`src/rtl/rggen_rtl_pkg.sv`:
```
// rtl/rggen_rtl_pkg.sv - shared rggen bus access and status encodings
//
// Purpose : access-kind and response-status enumerations used by every
//           rggen bus port (hosts, adapters and the arbiter).
// Ports   : none (package).

package rggen_rtl_pkg;

    typedef enum logic [1:0] {
        RGGEN_READ         = 2'b10,
        RGGEN_POSTED_WRITE = 2'b01,
        RGGEN_WRITE        = 2'b11
    } rggen_access;

    typedef enum logic [1:0] {
        RGGEN_OKAY         = 2'b00,
        RGGEN_EXOKAY       = 2'b01,
        RGGEN_SLAVE_ERROR  = 2'b10,
        RGGEN_DECODE_ERROR = 2'b11
    } rggen_status;

endpackage

```
`src/rtl/rggen_round_robin_selector.sv`:
```
// rtl/rggen_round_robin_selector.sv - combinational round-robin requester search
//
// Purpose : picks the first set request bit at or after the pointer, searching
//           upward and wrapping from HOSTS-1 back to 0.
// Ports   : i_request  - request vector, one bit per host
//           i_pointer  - index where the search starts (highest priority)
//           o_select   - one-hot selection (all zero when nothing requests)
//           o_index    - binary index of the selected host (0 when none)

module rggen_round_robin_selector #(
    parameter int HOSTS       = 2,
    parameter int INDEX_WIDTH = (HOSTS > 1) ? $clog2(HOSTS) : 1
)(
    input  logic [HOSTS-1:0]       i_request,
    input  logic [INDEX_WIDTH-1:0] i_pointer,
    output logic [HOSTS-1:0]       o_select,
    output logic [INDEX_WIDTH-1:0] o_index
);

    always_comb begin : search
        int   candidate;
        logic found;
        candidate = 0;
        found     = 1'b0;
        o_select  = '0;
        o_index   = '0;
        for (int i = 0; i < HOSTS; i++) begin
            // Pointer is always below HOSTS, so one subtraction is enough to wrap.
            candidate = int'(i_pointer) + i;
            if (candidate >= HOSTS) begin
                candidate = candidate - HOSTS;
            end
            if (!found && i_request[candidate]) begin
                found               = 1'b1;
                o_select[candidate] = 1'b1;
                o_index             = INDEX_WIDTH'(candidate);
            end
        end
    end

endmodule

```
`src/rtl/rggen_bus_arbiter.sv`:
```
// rtl/rggen_bus_arbiter.sv - round-robin arbiter sharing one rggen register bus
//
// Purpose : grants one of HOSTS upstream masters at a time onto a single
//           downstream register bus; grant is registered and held for one
//           complete transaction, pointer advances past the served host.
// Ports   : i_clk, i_rst_n (async, active-low)
//           i_valid/i_access/i_address/i_write_data/i_strobe - per-host request
//           o_ready - per-host completion; o_read_data/o_status - shared response
//           o_grant - one-hot registered grant
//           o_valid/o_access/o_address/o_write_data/o_strobe - downstream request
//           i_ready/i_read_data/i_status - downstream response
// Option  : RGGEN_BUS_ARBITER_TIMEOUT_EN adds a stall watchdog of
//           TIMEOUT_CYCLES that completes the transaction with a slave error.

module rggen_bus_arbiter
    import rggen_rtl_pkg::*;
#(
    parameter int HOSTS          = 2,
    parameter int ADDRESS_WIDTH  = 8,
    parameter int BUS_WIDTH      = 32,
    parameter int TIMEOUT_CYCLES = 256
)(
    input  logic                                  i_clk,
    input  logic                                  i_rst_n,
    input  logic [HOSTS-1:0]                      i_valid,
    input  logic [HOSTS-1:0][1:0]                 i_access,
    input  logic [HOSTS-1:0][ADDRESS_WIDTH-1:0]   i_address,
    input  logic [HOSTS-1:0][BUS_WIDTH-1:0]       i_write_data,
    input  logic [HOSTS-1:0][BUS_WIDTH/8-1:0]     i_strobe,
    output logic [HOSTS-1:0]                      o_ready,
    output logic [BUS_WIDTH-1:0]                  o_read_data,
    output logic [1:0]                            o_status,
    output logic [HOSTS-1:0]                      o_grant,
    output logic                                  o_valid,
    output logic [1:0]                            o_access,
    output logic [ADDRESS_WIDTH-1:0]              o_address,
    output logic [BUS_WIDTH-1:0]                  o_write_data,
    output logic [BUS_WIDTH/8-1:0]                o_strobe,
    input  logic                                  i_ready,
    input  logic [BUS_WIDTH-1:0]                  i_read_data,
    input  logic [1:0]                            i_status
);

    localparam int HOST_INDEX_WIDTH = (HOSTS > 1) ? $clog2(HOSTS) : 1;

    typedef enum logic {
        IDLE = 1'b0,
        BUSY = 1'b1
    } state_e;

    state_e                      state;
    state_e                      state_next;
    logic [HOSTS-1:0]            grant;
    logic [HOSTS-1:0]            grant_next;
    logic [HOSTS-1:0]            select;
    logic [HOST_INDEX_WIDTH-1:0] index;
    logic [HOST_INDEX_WIDTH-1:0] index_next;
    logic [HOST_INDEX_WIDTH-1:0] pointer;
    logic [HOST_INDEX_WIDTH-1:0] pointer_next;
    logic [HOST_INDEX_WIDTH-1:0] select_index;
    logic [HOST_INDEX_WIDTH-1:0] following_index;
    logic                        valid_raw;
    logic                        timeout;
    logic                        complete;

    rggen_round_robin_selector #(
        .HOSTS       (HOSTS),
        .INDEX_WIDTH (HOST_INDEX_WIDTH)
    ) u_selector (
        .i_request (i_valid),
        .i_pointer (pointer),
        .o_select  (select),
        .o_index   (select_index)
    );

    // AND-OR mux on the one-hot grant: an empty grant yields all-zero fields.
    always_comb begin
        valid_raw    = 1'b0;
        o_access     = '0;
        o_address    = '0;
        o_write_data = '0;
        o_strobe     = '0;
        for (int h = 0; h < HOSTS; h++) begin
            if (grant[h]) begin
                valid_raw    = valid_raw    | i_valid[h];
                o_access     = o_access     | i_access[h];
                o_address    = o_address    | i_address[h];
                o_write_data = o_write_data | i_write_data[h];
                o_strobe     = o_strobe     | i_strobe[h];
            end
        end
    end

`ifdef RGGEN_BUS_ARBITER_TIMEOUT_EN
    localparam int COUNT_WIDTH = $clog2(TIMEOUT_CYCLES + 1);

    logic [COUNT_WIDTH-1:0] stall_count;
    logic                   stalled;

    assign stalled = valid_raw & ~i_ready;
    // Fires on the TIMEOUT_CYCLES-th consecutive stalled cycle.
    assign timeout = stalled & (stall_count == COUNT_WIDTH'(TIMEOUT_CYCLES - 1));

    always_ff @(posedge i_clk or negedge i_rst_n) begin
        if (!i_rst_n) begin
            stall_count <= '0;
        end else if (!stalled || timeout) begin
            stall_count <= '0;
        end else begin
            stall_count <= stall_count + 1'b1;
        end
    end

    assign o_read_data = timeout ? '0 : i_read_data;
    assign o_status    = timeout ? RGGEN_SLAVE_ERROR : i_status;
`else
    // Watchdog absent: this comparison is constant false.
    assign timeout     = (TIMEOUT_CYCLES < 0);
    assign o_read_data = i_read_data;
    assign o_status    = i_status;
`endif

    assign o_valid         = valid_raw & ~timeout;
    assign complete        = (o_valid & i_ready) | timeout;
    assign o_ready         = complete ? grant : '0;
    assign o_grant         = grant;
    assign following_index = (index == HOST_INDEX_WIDTH'(HOSTS - 1)) ? '0 : index + 1'b1;

    always_ff @(posedge i_clk or negedge i_rst_n) begin
        if (!i_rst_n) begin
            state   <= IDLE;
            grant   <= '0;
            index   <= '0;
            pointer <= '0;
        end else begin
            state   <= state_next;
            grant   <= grant_next;
            index   <= index_next;
            pointer <= pointer_next;
        end
    end

    always_comb begin
        state_next   = state;
        grant_next   = grant;
        index_next   = index;
        pointer_next = pointer;
        case (state)
            IDLE: begin
                if (|i_valid) begin
                    state_next = BUSY;
                    grant_next = select;
                    index_next = select_index;
                end
            end
            BUSY: begin
                if (complete) begin
                    state_next   = IDLE;
                    grant_next   = '0;
                    pointer_next = following_index;
                end else if (!valid_raw) begin
                    // Host withdrew its request: release without advancing priority.
                    state_next = IDLE;
                    grant_next = '0;
                end
            end
            default: begin
                state_next = IDLE;
                grant_next = '0;
            end
        endcase
    end

endmodule

```
`config.mk`:
```
export PLATFORM = sky130hd
export DESIGN_NAME = rggen_bus_arbiter
export DESIGN_NICKNAME = d
export VERILOG_FILES = /design/src/rtl/rggen_rtl_pkg.sv /design/src/rtl/rggen_round_robin_selector.sv /design/src/rtl/rggen_bus_arbiter.sv
export SDC_FILE = /design/constraint.sdc
export NUM_CORES = 1
export LEC_CHECK = 0
export ABC_AREA = 1
export CAP_MARGIN = 20
export CORE_AREA = 4 4 81 83
export CTS_BUF_LIST = sky130_fd_sc_hd__clkbuf_8
export CTS_CLUSTER_SIZE = 14
export DETAILED_ROUTE_END_ITERATION = 8
export DIE_AREA = 0 0 85 87
export DONT_BUFFER_PORTS = 1
export PLACE_DENSITY = 0.38
export SLEW_MARGIN = 10
export SYNTH_ARGS = -nofsm -noshare
export SYNTH_HDL_FRONTEND = slang
export SYNTH_SLANG_ARGS = --single-unit
export TNS_END_PERCENT = 20
```
`constraint.sdc`:
```
create_clock -name i_clk -period 2.75 [get_ports i_clk]
set_clock_uncertainty 0.2 [all_clocks]
set_input_delay 0.4125 -clock i_clk [delete_from_list [all_inputs] [get_ports i_clk]]
set_output_delay 0.4125 -clock i_clk [all_outputs]
set_load 0.01 [all_outputs]
```
==> results.sh <==
export IMPL_period_needed_ns=1.975
export IMPL_grt_pass1_wl_um=5050
export IMPL_critPathKind="flop to output port"
export IMPL_cp_max_fo=27
export IMPL_drive_gt1_share_pct=11.11
export IMPL_wl_per_cell_um=23.55
export IMPL_num_rows=28
export IMPL_relSlewSlack_pct=64.82
export IMPL_rsz0062_at_grt="false"
export IMPL_crit_path_frequent_cell="nand2_1"
export IMPL_grt_overflow=0
export IMPL_clk_latency_ns=0.22
export IMPL_synth_compound_area_share_pct=41.71
export IMPL_holdCritStartpoint="i_valid[0]"
export IMPL_syn_nets=257
export IMPL_final_cell_mix="a22o_1, nand2_1, nor2_1, inv_1, dfrtp_1"
export IMPL_max_freq_ghz=0.5063
export IMPL_fp_dieW_um=85
export IMPL_worstMarginPinSlew_ns=0.5278
export IMPL_cts_hold_buf=1
export IMPL_worstReg2RegStart="o_grant[0]$_DFFE_PN0P_"
export IMPL_cts_resized=0
export IMPL_worst_path_max_delay_cell="dfrtp_1"
export IMPL_arrival_ns=1.36
export IMPL_h_tree_depth=1
export IMPL_top_usage_layer="met2"
export IMPL_coreArea_mm2=0.005851
export IMPL_worstSetupEndpointType="output port"
export IMPL_hp_class="primary input to flop"
export IMPL_slowest_delay_ns=0.33
export IMPL_drcViolationCount=0
export IMPL_drt_iter0_drc=37
export IMPL_tns_ns=0
export IMPL_tritoncts="done"
export IMPL_clockBufferDepth=2
export IMPL_drt_pass1_iterations=4
export IMPL_grt_max_degree=50
export IMPL_synth_simple_gate_area_share_pct=9.799
export IMPL_io_buffers=0
export IMPL_startpoint_type="flop"
export IMPL_antenna_cells=0
export IMPL_ys_warnings_count=0
export IMPL_layout_commonest_cell="a22o_1"
export IMPL_hold_violations=0
export IMPL_crit_required_ns=2.14
export IMPL_met3_usage_pct=3.879
export IMPL_r2r_cells=7
export IMPL_yosysSeqAreaShare_pct=12.56
export IMPL_synth_top_family_by_area="compound AO/OA/AOI/OAI gates"
export IMPL_gp_congestion=0.6688
export IMPL_initial_core_util_pct=17.02
export IMPL_viasPerCell=5.103
export IMPL_post_cts_buffers=0
export IMPL_fin_crit_sh_pct=71.82
export IMPL_path_clk_slew_ns=0.04
export IMPL_antenna_found_initial=0
export IMPL_cts_sinks=5
export IMPL_die_h_um=87
export IMPL_p_leak_nw=0.3589
export IMPL_grt_pass1_vias=858
export IMPL_finalMaxSlewViolations=0
export IMPL_r2r_end="o_grant[1]$_DFFE_PN0P_"
export IMPL_p_per_area_mw_per_mm2=866.2
export IMPL_grt_met2_usage_pct=13.63
export IMPL_fill_cells=669
export IMPL_crit_path_cell_trace="buf_4 > nand2_1 > nand2_2 > nand2_1 > nor2_1"
export IMPL_fin_nets=222
export IMPL_totalWireLength_um=3885
export IMPL_drv_cap=0
export IMPL_syn2layout_area_growth_pct=-16.71
export IMPL_gr_usage_all_layers_pct=8.683
export IMPL_yosys_register_bits=5
export IMPL_synth_xor_area_share_pct=0
export IMPL_syn_area_per_cell_um2=7.904
export IMPL_drt_antenna_violating_nets=0
export IMPL_netlist_area_um2=996.0
export IMPL_dp_hpwl_um=3202
export IMPL_cts_root_buf="clkbuf_8"
export IMPL_syn_inst=126
export IMPL_cts_buffers=3
export IMPL_ir_worst_vdd_uv=440.8
export IMPL_reg2reg_slack_ns=1.34
export IMPL_setup_viol=0
export IMPL_whs_path_depth=2
export IMPL_num_io_pins=216
export IMPL_hold_path_end="o_grant[0]$_DFFE_PN0P_"
export IMPL_ys_types=14
export IMPL_use_met1_pct=10.86
export IMPL_synthAdderAreaFrac_pct=0
export IMPL_muxShareOfSynthArea_pct=0
export IMPL_status="complete, no violations"
export IMPL_power_total_mw=0.7185
export IMPL_dr_total_vias=842
export IMPL_die_area_mm2=0.007395
registers in the layout, summed over array words and instances, names as in the netlist:
register,cells
o_grant,2
index,1
pointer,1
state,1
routing by layer:
metal  share of wire, %  vias to the layer above
met5                  0                        -
met4                1.9                        0
met3                9.3                       14
met2                 51                       69
met1                 38                      404
li1                   -                      355
cell type report:
type / instances / area (um2) / share of cell area (%)
timing repair buffer: 4 / 32.53 / 3.922
clock buffer: 3 / 41.29 / 4.977
tap: 75 / 93.84 / 11.31
multi-input combinational: 72 / 513.0 / 61.84
clock inverter: 1 / 3.754 / 0.4525
sequential: 5 / 126.4 / 15.23
inverter: 5 / 18.77 / 2.262
cell families (layout without fill, tap and decap cells):
logic type / count (synthesis) / in the layout
flops: 5 / 5
buf+inv: 49 / 13
compound gates: 48 / 48
simple gates: 24 / 24
worst max-delay path, delay by kind of cell, from the launching register on:
kind / cells / cell delay [ns]
flip-flops: 1 / 0.33
AND/OR/NAND/NOR: 4 / 0.52
buffers and inverters: 1 / 0.29
report_power, final:
part | leakage (nW) | switching (mW) | internal, mW
registers | 0.0612 | 0.0183 | 0.0989
logic | 0.271 | 0.311 | 0.159
clock network | 0.0269 | 0.0357 | 0.0957
through the flow:
step	worst slack, ns	cell area (um2)	cells	hold WS [ns]	util [%]
final	0.7750	829.5	165	0.1396	14.18
after global routing	0.6069	829.5	165	0.1479	14.18
after CTS	0.7486	829.5	165	0.1373	14.18
after detailed placement	0.9893	774.5	160	-0.08295	13.24
after global placement	1.033	774.5	160	-0.08293	13.24
after floorplan	1.195	996.0	126	-0.08309	-
worst max-delay path by stage:
| stage | from | end | slack [ns] | depth (start not counted) |
|---|---|---|---|---|
| global placement | o_grant[0]$_DFFE_PN0P_ | o_ready[1] | 1.03 | 5 |
| floorplan | o_grant[0]$_DFFE_PN0P_ | o_strobe[1] | 1.19 | 3 |
| CTS | o_grant[0]$_DFFE_PN0P_ | o_ready[0] | 0.75 | 5 |
| detailed placement | o_grant[0]$_DFFE_PN0P_ | o_ready[0] | 0.99 | 5 |
| global route | o_grant[0]$_DFFE_PN0P_ | o_ready[0] | 0.61 | 5 |
| finish | o_grant[0]$_DFFE_PN0P_ | o_ready[0] | 0.78 | 5 |
cells in the mapped netlist:
cell	n	area [um2]
o211ai_1	1	7.510
buf_2	4	20.02
dfrtp_1	5	125.1
inv_1	3	11.26
buf_4	35	262.8
nand4_1	1	6.260
nand2_2	1	6.260
buf_6	5	56.30
nand3_1	2	10.01
a22o_1	46	402.9
nor2_1	4	15.01
nand2_1	16	60.06
o21ai_0	1	5.000
inv_2	2	7.510
Power figures use the tool's default switching activity.
